[src/rtl/pdp8_pkg.sv]
// Shared PDP-8/e bus definitions: major-state codes, IOT field positions, CAF
// encoding, plus the mode and function codes used by the real-time clock.
package pdp8_pkg;

    localparam logic [4:0] ST_F0 = 5'd0;
    localparam logic [4:0] ST_F1 = 5'd1;

    // Instruction bits are numbered 0 (MSB) to 11 (LSB), as on the PDP-8.
    localparam int OP_MSB  = 0;
    localparam int OP_LSB  = 2;
    localparam int DEV_MSB = 3;
    localparam int DEV_LSB = 8;
    localparam int FN_MSB  = 9;
    localparam int FN_LSB  = 11;

    localparam logic [2:0]  OP_IOT   = 3'o6;
    localparam logic [11:0] CAF_INSN = 12'o6007;

    typedef enum logic [1:0] {
        MODE_STOP   = 2'd0,
        MODE_FREE   = 2'd1,
        MODE_RELOAD = 2'd2,
        MODE_SINGLE = 2'd3
    } rtc_mode_t;

    typedef enum logic [2:0] {
        FN_NOP  = 3'd0,
        FN_CLSK = 3'd1,
        FN_CLLB = 3'd2,
        FN_CLRC = 3'd3,
        FN_CLEI = 3'd4,
        FN_CLED = 3'd5,
        FN_CLMD = 3'd6,
        FN_CLRS = 3'd7
    } rtc_fn_t;

endpackage

[src/rtl/rtc_prescaler.sv]
// Divides the system clock by CLK_DIV; tick is high for the one cycle in
// which the divider sits at its terminal count.
module rtc_prescaler #(
    parameter int CLK_DIV = 500000
) (
    input  logic clk,
    input  logic reset,
    output logic tick
);

    localparam int            CW   = $clog2(CLK_DIV);
    localparam logic [CW-1:0] TERM = CW'(CLK_DIV - 1);

    logic [CW-1:0] count_reg;

    always_ff @(posedge clk or negedge reset) begin
        if (!reset) begin
            count_reg <= '0;
        end else if (count_reg == TERM) begin
            count_reg <= '0;
        end else begin
            count_reg <= count_reg + 1'b1;
        end
    end

    assign tick = (count_reg == TERM);

endmodule

[src/rtl/dk8ep_clock.sv]
// Programmable real-time clock on the PDP-8/e IOT bus: preset buffer, up-counter,
// four counting modes, overrun flag. Define DK8EP_EXT_TICK_EN to count ext_tick edges.
module dk8ep_clock
    import pdp8_pkg::*;
#(
    parameter int         CNT_W    = 12,
    parameter int         CLK_DIV  = 500000,
    parameter logic [5:0] DEV_CODE = 6'o13
) (
    input  logic        clk,
    input  logic        reset,
    input  logic [0:11] instruction,
    input  logic [4:0]  state,
    input  logic        clear,
    input  logic        UF,
    input  logic [0:11] ac,
    input  logic        ext_tick,
    output logic [0:11] ac_out,
    output logic        ac_load,
    output logic        ac_clear,
    output logic        skip,
    output logic        interrupt
);

    logic tick;

`ifdef DK8EP_EXT_TICK_EN
    // Two synchroniser flops, third flop remembers the previous synchronised level.
    logic [2:0] ext_sync_reg;

    always_ff @(posedge clk or negedge reset) begin
        if (!reset) begin
            ext_sync_reg <= '0;
        end else begin
            ext_sync_reg <= {ext_sync_reg[1:0], ext_tick};
        end
    end

    assign tick = ext_sync_reg[1] & ~ext_sync_reg[2];
`else
    logic unused_ext_tick;
    assign unused_ext_tick = ext_tick;

    rtc_prescaler #(
        .CLK_DIV (CLK_DIV)
    ) u_prescaler (
        .clk   (clk),
        .reset (reset),
        .tick  (tick)
    );
`endif

    logic [CNT_W-1:0] count_reg;
    logic [CNT_W-1:0] buffer_reg;
    logic [CNT_W-1:0] count_next;
    rtc_mode_t        mode_reg;
    logic             flag_reg;
    logic             overrun_reg;
    logic             ie_reg;

    logic             bus_cycle;
    logic             is_iot;
    logic             is_caf;
    rtc_fn_t          fn;
    logic [CNT_W-1:0] ac_cnt;
    logic [11:0]      count_ext;
    logic             count_tick;
    logic             overflow;
    logic             shot_done;

    assign bus_cycle = (state == ST_F1) && !UF;
    assign is_iot    = bus_cycle && (instruction[OP_MSB:OP_LSB] == OP_IOT)
                       && (instruction[DEV_MSB:DEV_LSB] == DEV_CODE);
    assign is_caf    = (bus_cycle && (instruction == CAF_INSN)) || clear;
    assign fn        = rtc_fn_t'(instruction[FN_MSB:FN_LSB]);
    assign ac_cnt    = ac[12-CNT_W:11];
    assign count_ext = 12'(count_reg);

    // A buffer load in the same cycle swallows the tick entirely.
    assign count_tick = tick && !(is_iot && fn == FN_CLLB);

    always_comb begin
        count_next = count_reg;
        overflow   = 1'b0;
        shot_done  = 1'b0;
        if (count_tick) begin
            case (mode_reg)
                MODE_FREE: begin
                    count_next = count_reg + 1'b1;
                    overflow   = &count_reg;
                end
                MODE_RELOAD: begin
                    if (&count_reg) begin
                        count_next = buffer_reg;
                        overflow   = 1'b1;
                    end else begin
                        count_next = count_reg + 1'b1;
                    end
                end
                MODE_SINGLE: begin
                    if (&count_reg) begin
                        count_next = '0;
                        overflow   = 1'b1;
                        shot_done  = 1'b1;
                    end else begin
                        count_next = count_reg + 1'b1;
                    end
                end
                default: ;
            endcase
        end
    end

    always_ff @(posedge clk or negedge reset) begin
        if (!reset) begin
            count_reg   <= '0;
            buffer_reg  <= '0;
            mode_reg    <= MODE_STOP;
            flag_reg    <= 1'b0;
            overrun_reg <= 1'b0;
            ie_reg      <= 1'b1;
            ac_out      <= '0;
            ac_load     <= 1'b0;
            ac_clear    <= 1'b0;
            skip        <= 1'b0;
            interrupt   <= 1'b0;
        end else begin
            ac_out    <= '0;
            ac_load   <= 1'b0;
            ac_clear  <= 1'b0;
            interrupt <= flag_reg & ie_reg;
            if (bus_cycle) begin
                skip <= 1'b0;
            end

            count_reg <= count_next;
            if (overflow) begin
                flag_reg <= 1'b1;
                if (flag_reg) begin
                    overrun_reg <= 1'b1;
                end
            end
            if (shot_done) begin
                mode_reg <= MODE_STOP;
            end

            // IOT effects are applied after the counting update so they take priority,
            // except that an overflow keeps the flag set against CLSK.
            if (is_iot) begin
                case (fn)
                    FN_CLSK: begin
                        skip <= flag_reg;
                        if (!overflow) begin
                            flag_reg <= 1'b0;
                        end
                    end
                    FN_CLLB: begin
                        buffer_reg <= ac_cnt;
                        count_reg  <= ac_cnt;
                        ac_clear   <= 1'b1;
                    end
                    FN_CLRC: begin
                        ac_out  <= count_ext;
                        ac_load <= 1'b1;
                    end
                    FN_CLEI: ie_reg <= 1'b1;
                    FN_CLED: ie_reg <= 1'b0;
                    FN_CLMD: begin
                        mode_reg    <= rtc_mode_t'(ac[10:11]);
                        overrun_reg <= 1'b0;
                        ac_clear    <= 1'b1;
                    end
                    FN_CLRS: begin
                        ac_out  <= {overrun_reg, ie_reg, flag_reg, 7'b0, mode_reg};
                        ac_load <= 1'b1;
                    end
                    default: ;
                endcase
            end

            if (is_caf) begin
                flag_reg    <= 1'b0;
                overrun_reg <= 1'b0;
                mode_reg    <= MODE_STOP;
                ie_reg      <= 1'b1;
            end
        end
    end

endmodule

[config.mk]
export PLATFORM = sky130hd
export DESIGN_NAME = dk8ep_clock
export DESIGN_NICKNAME = d
export VERILOG_FILES = /design/src/rtl/pdp8_pkg.sv /design/src/rtl/rtc_prescaler.sv /design/src/rtl/dk8ep_clock.sv
export SDC_FILE = /design/constraint.sdc
export NUM_CORES = 1
export LEC_CHECK = 0
export BUFFER_PORTS_ARGS = -buffer_cell sky130_fd_sc_hd__clkbuf_2
export CORE_MARGIN = 4
export CORE_UTILIZATION = 55
export CTS_CLUSTER_DIAMETER = 100
export DETAILED_ROUTE_END_ITERATION = 8
export GPL_TIMING_DRIVEN = 0
export HOLD_SLACK_MARGIN = 0.02
export PLACE_DENSITY = 0.78
export SLEW_MARGIN = 20
export SYNTH_ARGS = -nofsm -noshare
export SYNTH_HDL_FRONTEND = slang
export SYNTH_SLANG_ARGS = --single-unit
[constraint.sdc]
create_clock -name clk -period 2.96 [get_ports clk]
set_clock_uncertainty 0.2 [all_clocks]
set_input_delay 0.592 -clock clk [delete_from_list [all_inputs] [get_ports clk]]
set_output_delay 0.592 -clock clk [all_outputs]
set_load 0.1 [all_outputs]
==> results of run 1 <==
## worst paths after layout
kind                                               start  slack [ps]                  endpoint  cells past startpoint
worst min register to register             buffer_reg[2]         280             buffer_reg[2]                      2
min in group asynchronous                          reset         510  u_prescaler.count_reg[9]                      2
worst max register to register  u_prescaler.count_reg[5]         500              count_ext[6]                      5
worst max-delay path            u_prescaler.count_reg[5]         500              count_ext[6]                      5
max in group asynchronous                          reset        1490                    ie_reg                      3
worst min-delay path                               ac[5]         260             buffer_reg[6]                      3
## layer usage
layer | track usage | vias up
met1 | 0.281 | 1309
met4 | 0.0833 | 0
met3 | 0.0721 | 14
li1 | - | 1302
met5 | 0 | -
met2 | 0.367 | 80
## worst max-delay path, delay by kind of cell, from the launching register on
kind               cells  cell delay [ps]
and+or+nand+nor        3             1310
DFF                    1              450
AOI/OAI and AO/OA      2              410
## cell usage after synthesis (2+ instances only)
| library cell | number | area share |
|---|---|---|
| and3_1 | 4 | 0.0079 |
| dfrtp_1 | 63 | 0.50 |
| ha_1 | 2 | 0.0079 |
| a31oi_1 | 3 | 0.0059 |
| nor3_1 | 8 | 0.013 |
| inv_1 | 12 | 0.014 |
| a221oi_1 | 3 | 0.0083 |
| nor2b_1 | 3 | 0.0059 |
| nand3_1 | 14 | 0.022 |
| mux2i_1 | 5 | 0.016 |
| and4_1 | 5 | 0.014 |
| a32o_1 | 3 | 0.0094 |
| clkbuf_1 | 7 | 0.0083 |
| xnor2_1 | 12 | 0.033 |
| nor4b_1 | 3 | 0.0083 |
| buf_2 | 8 | 0.013 |
| a211oi_1 | 6 | 0.014 |
| nor4bb_1 | 2 | 0.0063 |
| or2_2 | 2 | 0.0039 |
| and2_1 | 10 | 0.020 |
| nand4b_1 | 2 | 0.0055 |
| nor4_2 | 2 | 0.0079 |
| o21ai_0 | 7 | 0.011 |
| and4b_1 | 2 | 0.0063 |
| nor3b_1 | 2 | 0.0047 |
| nand2_1 | 48 | 0.057 |
| nor4_1 | 5 | 0.0098 |
| xor2_1 | 7 | 0.019 |
| a21oi_1 | 11 | 0.017 |
| o31ai_1 | 7 | 0.017 |
| or4_1 | 3 | 0.0071 |
| o21ai_1 | 4 | 0.0063 |
| a21o_1 | 2 | 0.0047 |
| nor2_1 | 32 | 0.038 |
| nand4_1 | 7 | 0.014 |
## cells by family after synthesis
kind of cell / count (synthesis)
adders and majority gates: 2
AOI/OAI and AO/OA: 53
and+or+nand+nor: 161
DFF: 64
muxes: 5
xor gates and xnor gates: 19
buffers and inverters: 29
## area by class of cell
cell class	instances	area [sq um]
inverters	14	52.6
repair buffers	49	275
plain buffers	15	66.3
well taps	72	90.1
fillers	457	1840
flip-flops and latches	64	1600
multi-input cells	240	1460
clock inverters	4	45.0
clock buffers	11	141
## cell usage in the layout (no fill, tap or decap), types with 7 or more instances in the layout
master | Yosys | routed
dfrtp_1 | 63 | 63
nand2_1 | 48 | 48
clkbuf_2 | 0 | 46
nor2_1 | 32 | 32
nand3_1 | 14 | 14
inv_1 | 12 | 12
xnor2_1 | 12 | 12
a21oi_1 | 11 | 11
and2_1 | 10 | 10
clkbuf_8 | 0 | 10
buf_2 | 8 | 8
nor3_1 | 8 | 8
clkbuf_1 | 7 | 8
nand4_1 | 7 | 7
xor2_1 | 7 | 7
o31ai_1 | 7 | 7
o21ai_0 | 7 | 7
## power breakdown
part	internal, mW	total [mW]	switching (mW)	leakage, nW
clock	0.403	0.715	0.313	0.0989
combinational	0.0259	0.0612	0.0353	0.907
sequential	0.875	0.875	0.0000786	0.819
## through the flow
step	utilization	hold WS (ps)
after floorplan	-	96.4
final	0.670	260
after global routing	0.670	260
after global placement	0.629	253
after CTS	0.670	244
after detailed placement	0.635	259
## repair_timing
action | 4_1_cts | 5_1_grt
hold endpoints to repair | 19 | 0
gates resized for setup | 0 | 0
hold buffers | 1 | 0
==> results by group, run 1 <==
Placed design
  – IO buf count: 47
  – Post-Place Setup Slack: 250 ps
  – Detail Placement HPWL: 5270 um
  – Cell Area, Placed: 0.00354 sq mm
  – Gpl congestion: 0.837
  – Placed Cells incl. Taps: 453

Synthesis
  – Synth Area in Adders: 0.00786
  – Syn Nets: 369
  – Xor/xnor share of the synthesized area: 0.0523
  – Yosys warns: 0
  – Synth Flop Type: dfrtp_1
  – Post-synthesis compound-gate area fraction: 0.112
  – Mean Syn Cell Area: 9.55 sq um
  – Sequential element share of the synthesized area: 0.504
  – Flops & latches, synth: 64
  – Synth async-reset ratio: 1.00
  – Number of synthesized flops with an enable pin: 0
  – Largest family of logic cells by synthesized area: simple AND/OR/NAND/NOR gates
  – Synth cell types: 52
  – Post-synthesis mux area share: 0.0157
  – Post-Synth Simple-Gate Area: 0.271
  – Post-Syn Instances: 333
  – Cell Area, Synth: 0.00318 sq mm

Detailed routing
  – First DRT Iteration DRCs: 178
  – Vias per inst: 5.77
  – DR DRC count: 0
  – Top layer in use: met4
  – Routed WL per cell: 15.7 um
  – WL met1: 3130 um
  – Met2 wire len: 3640 um
  – WL met3: 413 um
  – DRT Pass-1 Iters: 4
  – Final ANT Viol Nets: 0
  – Drt total wl: 7350 um
  – Vias: 2705

STA
  – Crit path setup slack, layout: 504 ps
  – Peak Freq: 0.407 GHz
  – Relative slew slack: 0.483
  – Slew Viols, Final: 0
  – Fin. Hold Viols: 0
  – Final Setup Violations: 0
  – Unrepaired setup endpoints after global routing: no
  – Final Cycle Share: 0.830
  – Setup TNS: 0 ps
  – Least-Margin Pin Slew: 772 ps
  – Tmin final: 2460 ps

Global route
  – Number of global-route vias before repair: 2685
  – GRT Util Overall: 0.226
  – Initial antenna violation count: 0
  – Largest net degree at the start of global routing: 46
  – Global route overflow: 0
  – Global-route wire length before repair: 12600 um

Clock network
  – TritonCTS clock tree: yes
  – Setup Fix Bufs, Post-CTS: 0
  – Reg clk slew, reported paths: 60 ps
  – H-tree depth: 3
  – Sinks on Clock Net: 64
  – CTS Root Cell: clkbuf_8
  – Number of buffers created by CTS: 9
  – Longest Clk Path Bufs: 2
  – Clock Latency Late Sink: 340 ps

Final layout
  – Fin nets: 429
  – N_diodes: 0
  – Finished Layout Cells: 469
  – Area grow syn2layout: 17.3%
  – Share of layout cells above drive strength 1: 0.204
  – Max FFs per register: 19
  – Final instance area: 0.00373 sq mm

Floorplanning
  – Die H: 84.1 um
  – Core Footprint: 0.00557 sq mm
  – Initial core utilization: 0.571
  – I/O pin count: 50
  – Die ar.: 0.00707 sq mm
  – Chip Width: 84.1 um
  – Floorplan row count: 27

Run status
  – Run status: finished clean

Critical path
  – Critical Path End Type: register
  – Worst Path Required: 3010 ps
  – CP Cell Sequence: nor4b_1, nand2_1, nor3_4, a31oi_1, o31ai_1
  – Worst path max stage delay: 580 ps
  – Critical Path Fanout Max: 10
  – Startpoint types: register
  – Slowest stage cell on the critical path: nor4b_1
  – Critical path data arrival time: 2500 ps
  – Crit Path Category: reg2reg

Pwr
  – Pwr per Cell Area: 442 mW/mm^2
  – LEAKAGE: 1.83 nW
  – Peak VDD IR: 0.364 mV
  – Pwr Total: 1.65 mW

Run
  – Max cap viols: 0

Min path
  – Worst min-delay path class: in2reg
Power figures use the tool's default switching activity.
==> run 2: changes to the inputs <==
- clock period: 2.96 -> 2.4 ns (I/O delays scaled with it)
==> run 2 against run 1 <==
Compared with the run above:
- sequential power increased by 23%
- final area rose by 2.4%
- sequential share of layout area decreased by 1.0 points
- non-clock buffer count increased by 5
- global-route usage is 0.25 points higher
- clock power is 23% higher
- critical endpoint is now count_ext[0]
- setup slack got worse by 370 ps
- core utilization is 1.6 points higher
- total power increased by 23%
- flip-flop and latch count unchanged
==> results by group, run 2 (synthesis results as in run 1) <==
Detailed routing
  – Final ANT Viol Nets: 0 (unchanged)
  – Drt total wl: 7500 um (+2.0%)
  – DRT Pass-1 Iters: 5 (+1)
  – Routed WL per cell: 15.8 um (+0.94%)
  – DR DRC count: 0 (unchanged)
  – Vias per inst: 5.85 (+1.5%)
  – Vias: 2774 (+2.6%)
  – First DRT Iteration DRCs: 182 (+2.2%)

Pwr
  – Logic pwr share: 0.037 (about the same)
  – Power share of the sequential group: 0.530 (about the same)
  – Switching share of power: 0.211 (+0.000233)
  – Internal power: 1.61 mW (+23%)
  – Sw power: 0.430 mW (+24%)
  – LEAKAGE: 1.85 nW (+1.6%)
  – Peak VDD IR: 0.449 mV (+23%)
  – Clock network power share: 0.433 (about the same)
  – Pwr per Cell Area: 533 mW/mm^2 (+21%)
  – Pwr Total: 2.04 mW (+23%)

Global route
  – Global-route wire length before repair: 12700 um (+1.1%)
  – Initial antenna violation count: 0 (unchanged)
  – Number of global-route vias before repair: 2703 (+0.67%)
  – Largest net degree at the start of global routing: 46 (unchanged)
  – GRT Util Overall: 0.228 (+0.00251)
  – Global route overflow: 0 (unchanged)

Final layout
  – Most frequent cells in the layout: dfrtp_1, nand2_1, clkbuf_2, nor2_1, nand3_1
  – N_diodes: 0 (unchanged)
  – Max FFs per register: 19 (unchanged)
  – Fin nets: 434 (+1.2%)
  – Finished Layout Cells: 474 (+1.1%)
  – Final instance area: 0.00382 sq mm (+2.4%)
  – Util after Layout: 0.686 (+0.0159)
  – Share of layout cells above drive strength 1: 0.226 (+0.0223)
  – Area grow syn2layout: 20.1%
  – Commonest non-fill, non-tap cell in the layout: dfrtp_1

Critical path
  – Startpoint types: register
  – CP bufs+invs: 1 (+1)
  – Critical Path End Type: register
  – Worst Path Required: 2450 ps (-560 ps)
  – CP Cell Sequence: ha_1, nand4_1, buf_4, nor4_4, a21boi_0, o211a_1, o31ai_1
  – Critical Path Fanout Max: 6 (-4)
  – Crit. Startpoint: count_ext[0]
  – Slowest stage cell on the critical path: dfrtp_1
  – Worst path max stage delay: 440 ps (-140 ps)
  – Crit-path leading delay family: compound AO/OA/AOI/OAI gates
  – Crit Path Category: reg2reg
  – R2R Path Start: count_ext[0]
  – Critical path data arrival time: 2310 ps (-190 ps)

STA
  – Final Setup Violations: 0 (unchanged)
  – Peak Freq: 0.442 GHz (+8.6%)
  – Worst hold slack: 149 ps (-111 ps)
  – Least-Margin Pin Slew: 746 ps (-26.3 ps)
  – Tmin final: 2260 ps (-195 ps)
  – Fin. Hold Viols: 0 (unchanged)
  – Relative slew slack: 0.501 (+0.0176)
  – Unrepaired setup endpoints after global routing: no
  – Final Cycle Share: 0.942 (+0.112)
  – Slew Viols, Final: 0 (unchanged)

Placed design
  – Placed Cells incl. Taps: 453 (unchanged)
  – IO buf count: 47 (unchanged)
  – Cell Area, Placed: 0.00354 sq mm (unchanged)
  – Gpl congestion: 0.837 (unchanged)
  – Detail Placement HPWL: 5270 um (unchanged)

Clock network
  – Clock Latency Late Sink: 340 ps (about the same)
  – H-tree depth: 3 (unchanged)
  – TritonCTS clock tree: yes
  – Longest Clk Path Bufs: 2 (unchanged)
  – Sinks on Clock Net: 64 (unchanged)
  – Number of buffers created by CTS: 9 (unchanged)
  – Reg clk slew, reported paths: 60 ps (about the same)
  – CTS Root Cell: clkbuf_8

Floorplanning
  – Die ar.: 0.00707 sq mm (unchanged)
  – Initial core utilization: 0.571 (unchanged)
  – Floorplan row count: 27 (unchanged)
  – Die H: 84.1 um (unchanged)
  – I/O pin count: 50 (unchanged)
  – Chip Width: 84.1 um (unchanged)
  – Core Footprint: 0.00557 sq mm (unchanged)

Run status
  – Run status: finished clean

Run
  – Max cap viols: 0 (unchanged)

Min path
  – Worst min-delay path class: in2reg
  – Min-delay src: ac[9]
## run 2: worst register-to-register path, delay by kind of cell (launching register included)
family	cells	cell delay, ps
AOI/OAI and AO/OA	3	590
DFF	1	440
buffers and inverters	1	180
adders and majority gates	1	280
and+or+nand+nor	2	490
## run 2: per-stage QoR
| step | setup slack, ps | setup TNS [ps] |
|---|---|---|
| floorplan | 296 | 0 |
| global placement | -166 | -843 |
| detailed placement | -198 | -1240 |
| CTS | -1.69 | -1.69 |
| global route | 8.79 | 0 |
| finish | 139 | 0 |
## run 2: metal layers
layer,wire (um),track usage,vias to the layer above,part of all wire
li1,-,-,1312,-
met1,3110,0.284,1344,0.41
met2,3750,0.369,99,0.50
met3,457,0.0711,19,0.061
met4,184,0.0906,0,0.025
met5,0,0,-,0
## run 2: what timing repair did
| action | in CTS | in global routing |
|---|---|---|
| setup buffers | 2 | 4 |
| pin swaps | 1 | 3 |
| hold buffers | 1 | 0 |
| endpoints found under the setup margin | 5 | 19 |
| endpoints found under the hold margin | 19 | 0 |
| resized for setup | 4 | 5 |
## run 2: final cells by class
cell class              count  area [sq um]
plain buffers              14          67.6
flip-flops and latches     64          1600
well taps                  72          90.1
clock inverters             4          45.0
clock buffers              11           141
fillers                   447          1750
inverters                  14          52.6
multi-input cells         240          1500
repair buffers             55           320
## run 2: path summary, 6_finish.rpt
kind,end,slack (ps),depth (start not counted)
min in group asynchronous,count_ext[5],390,2
hold / removal,buffer_reg[2],150,3
max in group asynchronous,ie_reg,1040,3
setup reg to reg,count_ext[0],140,7
setup / recovery,count_ext[0],140,7
hold reg to reg,buffer_reg[2],280,2
## run 2: power by group through the flow
stage	Clock, mW	Combinational, mW	Sequential (mW)
after CTS	0.909	0.0768	1.08
after floorplan	0	0.0154	1.10
after global placement	0	0.0672	1.10
final	0.883	0.0756	1.08
after global routing	0.966	0.0859	1.08
after detailed placement	0	0.0750	1.10
